===== src/rtl/mmio_responder.sv =====
// Memory-mapped responder for a 64 KiB window on the data bus: free-running
// timer with compare interrupt plus a byte-wide transmit FIFO.
module mmio_responder #(
    parameter logic [31:0] BASE_ADDR  = 32'hFFFF0000,
    parameter int          FIFO_DEPTH = 4
) (
    input  logic        Clk,
    input  logic        Reset,
    input  logic [31:0] Address,
    input  logic        Wr,
    input  logic [31:0] Datain,
    output logic [31:0] Dataout,
    output logic        Hit,
    output logic [7:0]  TxData,
    output logic        TxValid,
    input  logic        TxReady,
    output logic        TimerIrq
);
    localparam int PTR_W = (FIFO_DEPTH > 1) ? $clog2(FIFO_DEPTH) : 1;
    localparam int CNT_W = $clog2(FIFO_DEPTH) + 1;
    localparam logic [PTR_W-1:0] LAST_PTR = PTR_W'(FIFO_DEPTH - 1);
    localparam logic [CNT_W-1:0] FULL_CNT = CNT_W'(FIFO_DEPTH);

    localparam logic [13:0] W_COUNT  = 14'd0;
    localparam logic [13:0] W_CMP    = 14'd1;
    localparam logic [13:0] W_STATUS = 14'd2;
    localparam logic [13:0] W_TXDATA = 14'd3;
    localparam logic [13:0] W_CTRL   = 14'd4;

    logic [31:0]      count;
    logic [31:0]      cmp;
    logic [1:0]       ctrl;
    logic             irqPending;
    logic             overflow;
    logic [7:0]       fifoMem [FIFO_DEPTH];
    logic [PTR_W-1:0] rdPtr;
    logic [PTR_W-1:0] wrPtr;
    logic [CNT_W-1:0] fifoCount;

    logic [13:0] wordSel;
    logic        wrEn, wrCount, wrCmp, wrStatus, wrCtrl, pushReq, pushOk, pop;
    logic        fifoFull, fifoEmpty, match;
    logic [2:0]  countField;
    logic [31:0] readData;
    logic        unusedAddrBits;

    assign unusedAddrBits = ^Address[1:0];

    assign wordSel  = Address[15:2];
    assign Hit      = (Address[31:16] == BASE_ADDR[31:16]);
    assign wrEn     = Wr & Hit;
    assign wrCount  = wrEn & (wordSel == W_COUNT);
    assign wrCmp    = wrEn & (wordSel == W_CMP);
    assign wrStatus = wrEn & (wordSel == W_STATUS);
    assign pushReq  = wrEn & (wordSel == W_TXDATA);
    assign wrCtrl   = wrEn & (wordSel == W_CTRL);

    assign fifoFull  = (fifoCount == FULL_CNT);
    assign fifoEmpty = (fifoCount == '0);
    assign pop       = !fifoEmpty & TxReady;
    // A pop in the same cycle frees the slot, so a push into a full FIFO still lands.
    assign pushOk    = pushReq & (!fifoFull | pop);
    assign match     = ctrl[0] & (count == cmp);

    assign TxData   = fifoMem[rdPtr];
    assign TxValid  = !fifoEmpty;
    assign TimerIrq = irqPending & ctrl[1];

    assign countField = 3'(fifoCount);

    always_comb begin
        readData = '0;
        case (wordSel)
            W_COUNT:  readData = count;
            W_CMP:    readData = cmp;
            W_STATUS: readData = {25'd0, countField, overflow, fifoEmpty, fifoFull, irqPending};
            W_CTRL:   readData = {30'd0, ctrl};
            default:  readData = '0;
        endcase
    end

    function automatic logic [PTR_W-1:0] nextPtr(input logic [PTR_W-1:0] p);
        return (p == LAST_PTR) ? '0 : p + 1'b1;
    endfunction

    always_ff @(posedge Clk) begin
        if (Reset) begin
            Dataout    <= '0;
            count      <= '0;
            cmp        <= '0;
            ctrl       <= '0;
            irqPending <= 1'b0;
            overflow   <= 1'b0;
            rdPtr      <= '0;
            wrPtr      <= '0;
            fifoCount  <= '0;
            for (int i = 0; i < FIFO_DEPTH; i++) fifoMem[i] <= '0;
        end else begin
            Dataout <= Hit ? readData : '0;

            if (wrCmp)  cmp  <= Datain;
            if (wrCtrl) ctrl <= Datain[1:0];

            if (wrCount)      count <= Datain;
            else if (match)   count <= '0;
            else if (ctrl[0]) count <= count + 32'd1;

            if (match)                      irqPending <= 1'b1;
            else if (wrStatus && Datain[0]) irqPending <= 1'b0;

            if (pushReq && !pushOk)         overflow <= 1'b1;
            else if (wrStatus && Datain[3]) overflow <= 1'b0;

            if (pushOk) begin
                fifoMem[wrPtr] <= Datain[7:0];
                wrPtr          <= nextPtr(wrPtr);
            end
            if (pop) rdPtr <= nextPtr(rdPtr);

            if (pushOk && !pop)      fifoCount <= fifoCount + 1'b1;
            else if (!pushOk && pop) fifoCount <= fifoCount - 1'b1;
        end
    end
endmodule


===== config.mk =====
export PLATFORM = sky130hd
export DESIGN_NAME = mmio_responder
export DESIGN_NICKNAME = d
export VERILOG_FILES = /design/src/rtl/mmio_responder.sv
export SDC_FILE = /design/constraint.sdc
export NUM_CORES = 1
export LEC_CHECK = 0
export ABC_AREA = 1
export CAP_MARGIN = 25
export CORE_MARGIN = 2
export CORE_UTILIZATION = 55
export DETAILED_ROUTE_END_ITERATION = 10
export PLACE_DENSITY = 0.8
export SETUP_SLACK_MARGIN = 0.4
export SLEW_MARGIN = 20
export SYNTH_ARGS = -nofsm -noshare
export SYNTH_HDL_FRONTEND = slang
export SYNTH_SLANG_ARGS = --single-unit

===== constraint.sdc =====
create_clock -name Clk -period 2.95 [get_ports Clk]
set_input_delay 0.59 -clock Clk [delete_from_list [all_inputs] [get_ports Clk]]
set_output_delay 0.59 -clock Clk [all_outputs]
set_load 0.05 [all_outputs]

* After elaboration in Yosys (flattened, before gate mapping)
Memories as Yosys holds them, arrays and structs flattened. A register that Yosys moved wholly into a read port is not among the register bits.
Index checks and enable logic that the tools add are counted.
W data, S select, Z words.
** Word-level totals
- Output and inout bits :: 43
- Bits in writable memories :: 32
- Memories :: 1
- Word-level logic and storage cells :: 75
- Flip-flop bits (word level) :: 107
** Operators by class
- Equality and inequality tests :: 9
- Multiplexer cells :: 22
- $add $sub $neg :: 5
- Bitwise gates (word level) :: 12
- Reduce and logical (&&, ||, !) cells :: 17
** Memories
- fifoMem :: depth 4, bits a word 8, rd ports 1, clocked after memory_dff 1, wr ports 4, RTL line 35 : logic [7:0] fifoMem [FIFO_DEPTH];
** Operator list (count)
- $pmux W32 S4 :: 1
- $mux W32 :: 3
- $add A32 B1 Y32 const B :: 1
- $eq A32 B32 Y1 :: 1
- $eq A14 B2 Y1 const B :: 2
- $eq A16 B16 Y1 const B :: 1
- $eq A14 B1 Y1 const B :: 1
- $eq A14 B3 Y1 const B :: 1
- $logic_not A14 Y1 :: 1
- $and A1 B1 Y1 :: 10
- $mux W1 :: 10
- $mux W2 :: 5
- $mux W8 :: 1
- $reduce_or A8 Y1 :: 1
- $mux W3 :: 2
- $reduce_bool A2 Y1 :: 3
- $logic_and A1 B1 Y1 :: 5
- $add A2 B1 Y2 const B :: 2
- $eq A2 B2 Y1 const B :: 2
- $logic_not A1 Y1 :: 4
- $add A3 B1 Y3 const B :: 1
- $eq A3 B3 Y1 const B :: 1
- $logic_not A3 Y1 :: 1
- $reduce_bool A3 Y1 :: 1
- 4 further kinds :: 4

* Longest topological paths before layout
Gate-level depths: netlist (run 1).
- Word-level depth :: 10
- Gate-level depth with buffers :: 14
- Mapped depth without buffers :: 14

* Worst setup path after synthesis (run 1)
OpenSTA, ideal clock, no wires.
- Path kind :: input to register
- From :: input port Address[17]
- To :: register fifoCount[2], in the netlist countField[2]
- Path buffers :: 0
- Setup slack :: 0.043 ns
- Required time :: 2.828 ns
- Arrival time :: 2.785 ns
- Cell stages on the path :: 13
- Cell sequence :: nand2_1 -> nor2_1 -> nand2_1 -> nor2_4 -> nand4_2 -> nor3_4 -> ha_1 -> inv_1 -> fa_1 -> a21oi_1 -> o21ai_0 -> o21ai_0 -> a21oi_1
** On the way
- Word-level cells in the longest chain between the ends :: 7
- Elaborated cells between the ends (all ways) :: 9
- Classes of those cells :: eq/ne (1); mux (1); bitwise (3); reduce/logical (4)
** Ends and longest elaborated chain
- start, declared :: RTL line 9 : input logic [31:0] Address,
- $eq A16 B16 Y1 * :: RTL line 50 : assign Hit = (Address[31:16] == BASE_ADDR[31:16]);
- net Hit :: RTL line 13 : output logic Hit,
- $and A1 B1 Y1 * :: RTL line 51 : assign wrEn = Wr & Hit;
- $and A1 B1 Y1 * :: RTL line 55 : assign pushReq = wrEn & (wordSel == W_TXDATA);
- $and A1 B1 Y1 * :: RTL line 62 : assign pushOk = pushReq & (!fifoFull | pop);
- net pushOk :: RTL line 41 : logic wrEn, wrCount, wrCmp, wrStatus, wrCtrl, pushReq, pushOk, pop;
- $logic_not A1 Y1 :: RTL line 121 : else if (!pushOk && pop) fifoCount <= fifoCount - 1'b1;
- $logic_and A1 B1 Y1 :: RTL line 121
- $reduce_bool A2 Y1 (no source line)
- end signal, assigned :: RTL line 120 : if (pushOk && !pop) fifoCount <= fifoCount + 1'b1;
- end signal, assigned :: RTL line 121
- end, declared :: RTL line 38 : logic [CNT_W-1:0] fifoCount;
Mark *: on every way through the listed nets, which the timed path passes. The rest lies on a longest branch.
A chain may end at the register's enable or synchronous reset.

* Worst setup path in the final report (run 1)
- From :: input port Address[13]
- To :: register fifoCount[2], in the netlist countField[2]
** On the way
- Word-level cells in the longest chain between the ends :: 6
- Elaborated cells between the ends (all ways) :: 8
- Classes of those cells :: eq/ne (1); mux (1); bitwise (2); reduce/logical (4)
** Ends and longest elaborated chain (RTL line)
- $eq A14 B2 Y1 * :: 55
- $and A1 B1 Y1 * :: 55
- $and A1 B1 Y1 * :: 62
- net pushOk :: 41
- $logic_not A1 Y1 :: 121
- $logic_and A1 B1 Y1 :: 121
- $reduce_bool A2 Y1 (no source line)
Marks and branches as above.

==> results of run 1 <==
-- Yosys cell counts (all sizes together) --
cell and number:
inv 195, nand2 194, nor2 184, dfxtp 109, o21ai 106, nand3 84, a21oi 73, clkbuf 32
edfxtp 32, o22ai 28, xor2 22, buf 20, xnor2 18, nand4 17, nor3 7, ha 4
o211ai 3, a31oi 2, and2 2, a22o 1, clkinv 1, fa 1, nand3b 1, nor3b 1
o2111ai 1, o211a 1, o31ai 1
-- worst reg2reg max path: stages, from the launching register on --
cell and delay, ps:
dfxtp_1 410, ha_1 250, nand3_1 240, inv_1 110, nand2_1 210, nor2_1 430
nand2_1 180, xor2_1 170, inv_1 50, nand3_1 70, a21oi_1 130
-- through the flow --
step           hold WS, ps  std cells  total power, µW  TNS (ps)   util
4_1_cts                469       1434             5400         0  0.706
5_1_grt                481       1435             5520         0  0.704
3_3_place_gp           455       1398             3080     -7.18  0.656
2_1_floorplan          439       1140             2730         0      -
3_5_place_dp           461       1398             3100     -18.3  0.656
6_report               469       1436             5350         0  0.704
-- state kept, by name (all words and copies together) (netlist names), named ones only --
signal / flops
irqPending: 1
fifoMem: 32
cmp: 32
count: 32
Dataout: 32
overflow: 1
rdPtr: 2
ctrl: 2
wrPtr: 2
countField: 3
-- path summary, 6_finish.rpt --
check,from,to,slack (ps),cells past startpoint
worst max-delay path,Address[13],countField[2],490,15
worst min-delay path,overflow,overflow,470,2
worst max register to register,count[1],count[26],640,10
worst min register to register,overflow,overflow,470,2
-- cells by family after synthesis --
kind of cell / count (synthesis)
xor gates and xnor gates: 40
and+or+nand+nor: 490
buffers and inverters: 248
AOI/OAI and AO/OA: 216
DFF: 141
adders and majority gates: 5
-- cell type report --
cell class | instances | area, µm² | area share
multi-input cells | 751 | 3730 | 0.382
repair buffers | 135 | 1290 | 0.132
diodes | 1 | 2.50 | 0.000256
clock inverters | 13 | 176 | 0.0181
flip-flops and latches | 141 | 3140 | 0.322
clock buffers | 19 | 464 | 0.0475
inverters | 196 | 739 | 0.0757
well taps | 180 | 225 | 0.0231
-- metal layers --
layer  up-vias  global-route usage  part of all wire
met1      3603               0.410              0.41
li1       3844                   -                 -
met3        77              0.0775             0.095
met4         0               0.155             0.033
met5         -                   0                 0
met2       447               0.523              0.46
-- power by group through the flow --
stage / logic (µW) / clock network (µW) / registers [µW]
after detailed placement: 977 / 0 / 2120
after global placement: 956 / 0 / 2120
after floorplan: 614 / 0 / 2110
final: 972 / 2300 / 2080
after CTS: 1010 / 2310 / 2080
after global routing: 1040 / 2390 / 2090
-- repair_timing --
item                       in CTS  in global routing
hold buffers                    0                  0
gates resized for setup        26                 19
hold endpoints to repair        0                  0
pin swaps                       0                  3
buffers inserted                4                  1
setup endpoints to repair       9                 11
==> summary.txt, run 1 <==
Startpoint types - input pin
Number of global-route vias before repair - 7,359
Clock Root Buffer - clkbuf_16
Clock buffer count from CTS - 17
Share of total power in combinational logic - 0.182
CTS tree - done
Period utilization - 0.835
Synth top area share - 0.280
Critical Path Fanout Max - 3
Gr usage total - 0.324
Status - finished, final reports clean
Part of the power in the clock network - 0.430
Design area - 9770 µm²
Fin. max-slew vios - 0
Routed vias - 7,971
Buf/Inv on CP - 4
Pleak - 0.00386 µW
Post-synthesis adder-cell area fraction - 0.00898
Synth Warn # - 0
Placeable Area - 13,900 µm²
Fillers - 1,184
Max-cap violations - 0
Rel. slew slack - 0.568
Register share of total power - 0.389
Mapped Avg Cell Area - 6.85 µm²
Clock sink total - 141
Main combinational cell family by area after synthesis - simple AND/OR/NAND/NOR gates
Die height - 123 µm
CP Data Arrival Time - 2780 ps
DR DRC count - 0
Worst slew pin tran - 646 ps
Antenna violations before repair - 1
Max rail drop VDD - 0.372 mV
Die area - 15,200 µm²
Most common cell after layout, fill and taps aside - nand2_1
Kind of critical path - input pin to register
Maximum root-to-sink buffer count - 2
Final Setup Violations - 0
Switch share - 0.298
CP endpoint kind - register
Area Growth Syn to Fin - 25.2%
WL per Instance - 16.4 µm
Most frequent cells in the layout - nand2_1, inv_1, nor2_1
Sw Pwr - 1600 µW
CP cell instances - clkdlybuf4s50_1, nor2_2, nand3_2, inv_2, nand2_2, inv_2, nand2_2, nor3_4, ha_2, inv_2, fa_2, a21oi_1, o21ai_1, o21ai_1, a21oi_1
Share of layout cells above drive strength 1 - 0.0861
Largest cells by area after synthesis - dfxtp_1, edfxtp_1, nand2_1
Total global routing overflow - 0
First-pass GRT wire length - 37,500 µm
RSZ-0062 raised after global routing - true
I/O Buffers - 108
Clock transition at path regs - 60 ps
Nets@finish - 1,315
Mapped Nets - 1,213
Power per cell area - 548 nW/µm²
Routed WL - 23,600 µm
Sequential share of the synthesized area - 0.403
Worst min path class - register to register
Slowest stage delay, CP - 420 ps
P_int - 3760 µW
Starting Density - 0.562
Netlist Area Pre-Place - 7800 µm²
Crit-path slowest cell - clkdlybuf4s50_1
Mux cell area share after synthesis - 0
Number of I/O pins - 111
Die width - 123 µm
Fin. Hold Viols - 0
Post-route ant nets - 0
Cells after Synth - 1,140
Yosys cell types - 38
Worst path most repeated cell - inv_2
HPWL after detailed placement - 16,600 µm
Compound-Gate Fraction of Synth Area - 0.148
Worst EP required - 3260 ps
Yosys reg bits - 141
Vias per cell - 5.55
Max Freq - 406 MHz
Final clock skew - 9.29 ps
Top Family by Delay on Critical Path - simple AND/OR/NAND/NOR gates
H-Tree Depth - 4
Simple-gate share of the synthesized area - 0.272
GP Congestion - 0.979
Post-route minimum period - 2460 ps
Detailed Route Iter0 Violations - 876
Place WS - -18.3 ps
Final worst slack - 488 ps
Synth Area in XOR/XNOR - 0.0449
Dpl cell area - 9100 µm²
Largest net degree at the start of global routing - 72
Leading area contributor after synthesis - dfxtp_1
FP Rows - 43
DR pass1 iterations - 5
Later-pin clock latency in the skew report - 430 ps
Power figures use the tool's default switching activity.
==> run 2: changes to the inputs <==
--- a/config.mk
+++ b/config.mk
@@ -8,9 +8,9 @@
 export ABC_AREA = 1
 export CAP_MARGIN = 25
 export CORE_MARGIN = 2
-export CORE_UTILIZATION = 55
+export CORE_UTILIZATION = 50
 export DETAILED_ROUTE_END_ITERATION = 10
-export PLACE_DENSITY = 0.8
+export PLACE_DENSITY = 0.77
 export SETUP_SLACK_MARGIN = 0.4
 export SLEW_MARGIN = 20
 export SYNTH_ARGS = -nofsm -noshare
==> constraint.sdc (replaced) <==
create_clock -name Clk -period 2.01 [get_ports Clk]
set_input_delay 0.402 -clock Clk [delete_from_list [all_inputs] [get_ports Clk]]
set_output_delay 0.402 -clock Clk [all_outputs]
set_load 0.05 [all_outputs]
==> run 2 against run 1 <==
Compared with the run above: total power grew 55%; via count grew 17%; register-to-register slack lost 610 ps; largest cell class unchanged; highest routed layer unchanged.
==> summary.txt, run 2 (same netlist as run 1, synthesis figures left out) <==
Detailed Route Iter0 Violations - 1,375 (+57%)
HPWL after detailed placement - 18,200 µm (+10%)
Later-pin clock latency in the skew report - 440 ps (about the same)
FP Rows - 45 (+4.7%)
Post-layout util - 0.817 (+0.113)
Status - finished, final reports clean
Pleak - 0.00490 µW (+27%)
Fin. Hold Viols - 0 (unchanged)
First-pass GRT wire length - 43,200 µm (+15%)
Final Setup Violations - 0 (unchanged)
Hold_sp - Address[2]
Die width - 129 µm (+4.7%)
GP Congestion - 1.01 (+2.7%)
Reg2reg end - count[21]
# hold bufs at CTS - 0 (unchanged)
DR DRC count - 0 (unchanged)
CP endpoint kind - register
Max Freq - 501 MHz
Number of global-route vias before repair - 8,303 (+13%)
Clock sink total - 141 (unchanged)
CP Data Arrival Time - 2320 ps (-460 ps)
Maximum root-to-sink buffer count - 2 (unchanged)
Placeable Area - 15,200 µm² (+9.5%)
Most common cell after layout, fill and taps aside - inv_1
Die area - 16,600 µm² (+9.7%)
N_diodes - 0 (-1)
Fin. max-slew vios - 0 (unchanged)
Antenna violations before repair - 0 (-1)
Fillers - 881 (-26%)
Share of layout cells above drive strength 1 - 0.413 (+0.327)
Number of I/O pins - 111 (unchanged)
Max rail drop VDD - 0.619 mV (+66%)
R2R Setup Slk - 30 ps (-610 ps)
Worst slew pin tran - 616 ps (-30.6 ps)
WL per Instance - 20.5 µm (+25%)
Vias per cell - 5.95 (+7.2%)
DR pass1 iterations - 6 (+1)
Kind of critical path - input pin to register
RSZ-0062 raised after global routing - true
Slowest stage delay, CP - 370 ps (-50 ps)
Placed cell count - 1,469 (+5.1%)
Nets@finish - 1,444 (+9.8%)
Routed WL - 32,200 µm (+37%)
Hold slack final - 403 ps (-65.5 ps)
CP cell instances - buf_2, nand2_2, nor2_4, nand2_2, nor2_4, nand4_4, nor3_4, ha_4, inv_2, fa_2, a21oi_2, o21ai_2, o21ai_1, a21oi_1
Die height - 129 µm (+4.7%)
Critical Path Fanout Max - 2 (-1)
Max-cap violations - 0 (unchanged)
Worst min path class - input pin to register
Period utilization - 0.993
Area Growth Syn to Fin - 59.2%
Most frequent cells in the layout - inv_1, nand2_1, nor2_1
Post-route ant nets - 0 (unchanged)
Total global routing overflow - 0 (unchanged)
Worst EP required - 2330 ps (-930 ps)
Post-route minimum period - 2000 ps
FF-to-FF path depth - 14 (+4)
Final std cells w/o fill - 1,572 (+9.5%)
CTS tree - done
I/O Buffers - 108 (unchanged)
Crit-path slowest cell - fa_2
Gr usage total - 0.340 (+0.0158)
Power per cell area - 669 nW/µm² (+22%)
Clock Root Buffer - clkbuf_16
H-Tree Depth - 4 (unchanged)
Worst Hold Path EP - overflow
Routed vias - 9,351 (+17%)
Startpoint types - input pin
Final clock skew - 13.5 ps (+4.26 ps)
WHS Path Cells - 5 (+3)
R2r startpoint - count[8]
Starting Density - 0.513 (-0.0489)
Clock transition at path regs - 60 ps (about the same)
Post-Route Setup TNS - 0 ps (unchanged)
Clock buffer count from CTS - 17 (unchanged)
Largest net degree at the start of global routing - 72 (unchanged)
Rel. slew slack - 0.590 (+0.0220)
## run 2: cell count changes in the layout (fill, tap and decap cells not counted), sizes merged
| cell | before | now |
|---|---|---|
| dlygate4sd2 | 1 | 4 |
| clkbuf | 20 | 26 |
| inv | 198 | 201 |
| clkdlybuf4s50 | 98 | 33 |
| clkinv | 4 | 5 |
| buf | 35 | 187 |
| clkdlybuf4s15 | 0 | 32 |
| diode | 1 | 0 |
| bufinv | 3 | 1 |
| clkinvlp | 4 | 3 |
## run 2: stage by stage
stage | power [µW] | cell area (µm²) | setup WS (ps)
after floorplan | 4140 | 7950 | -645
after global placement | 4730 | 9740 | -640
after detailed placement | 4750 | 9740 | -701
after CTS | 8030 | 11400 | 161
after global routing | 8570 | 12400 | -104
final | 8310 | 12400 | 13.1
## run 2: how the worst max path moves through the flow
stage,startpoint,depth (start not counted),end
after global routing,Address[20],14,countField[2]
final,Address[20],14,countField[2]
after CTS,register,4,TxData[3]
after detailed placement,Address[28],14,countField[2]
after floorplan,Address[29],13,countField[2]
after global placement,Address[29],14,countField[2]
## run 2: what timing repair did
action                     CTS  global route
setup buffers               37            20
hold endpoints to repair     0             0
pin swaps                   45            84
setup endpoints to repair  211           174
gates cloned                 6             8
gates resized for setup    396           220
## run 2: cell type report
cell class	instances	area, µm²	area share
multi-input combinational	751	4810	0.387
clock inverter	13	126	0.0102
timing repair buffer	263	2780	0.223
timing repair inverter	1	6.26	0.000504
clock buffer	19	443	0.0357
sequential	141	3270	0.263
inverter	196	758	0.0610
tap	188	235	0.0189
## run 2: critical path, delay by kind of cell
kind / cells / cell delay (ps)
buf+inv: 2 / 130
compound gates: 4 / 520
fa+ha+maj: 2 / 530
simple gates: 6 / 750
## run 2: report_power, final
part / switching (µW) / internal, µW
Combinational: 1210 / 903
Sequential: 137 / 2970
Clock: 1330 / 1760
## run 2: metal layers
layer	up-vias	wire length, µm	track usage	part of all wire
li1	4111	-	-	-
met1	4359	12100	0.458	0.38
met2	716	14700	0.533	0.46
met3	165	3710	0.0744	0.12
met4	0	1660	0.135	0.051
met5	-	0	0	0
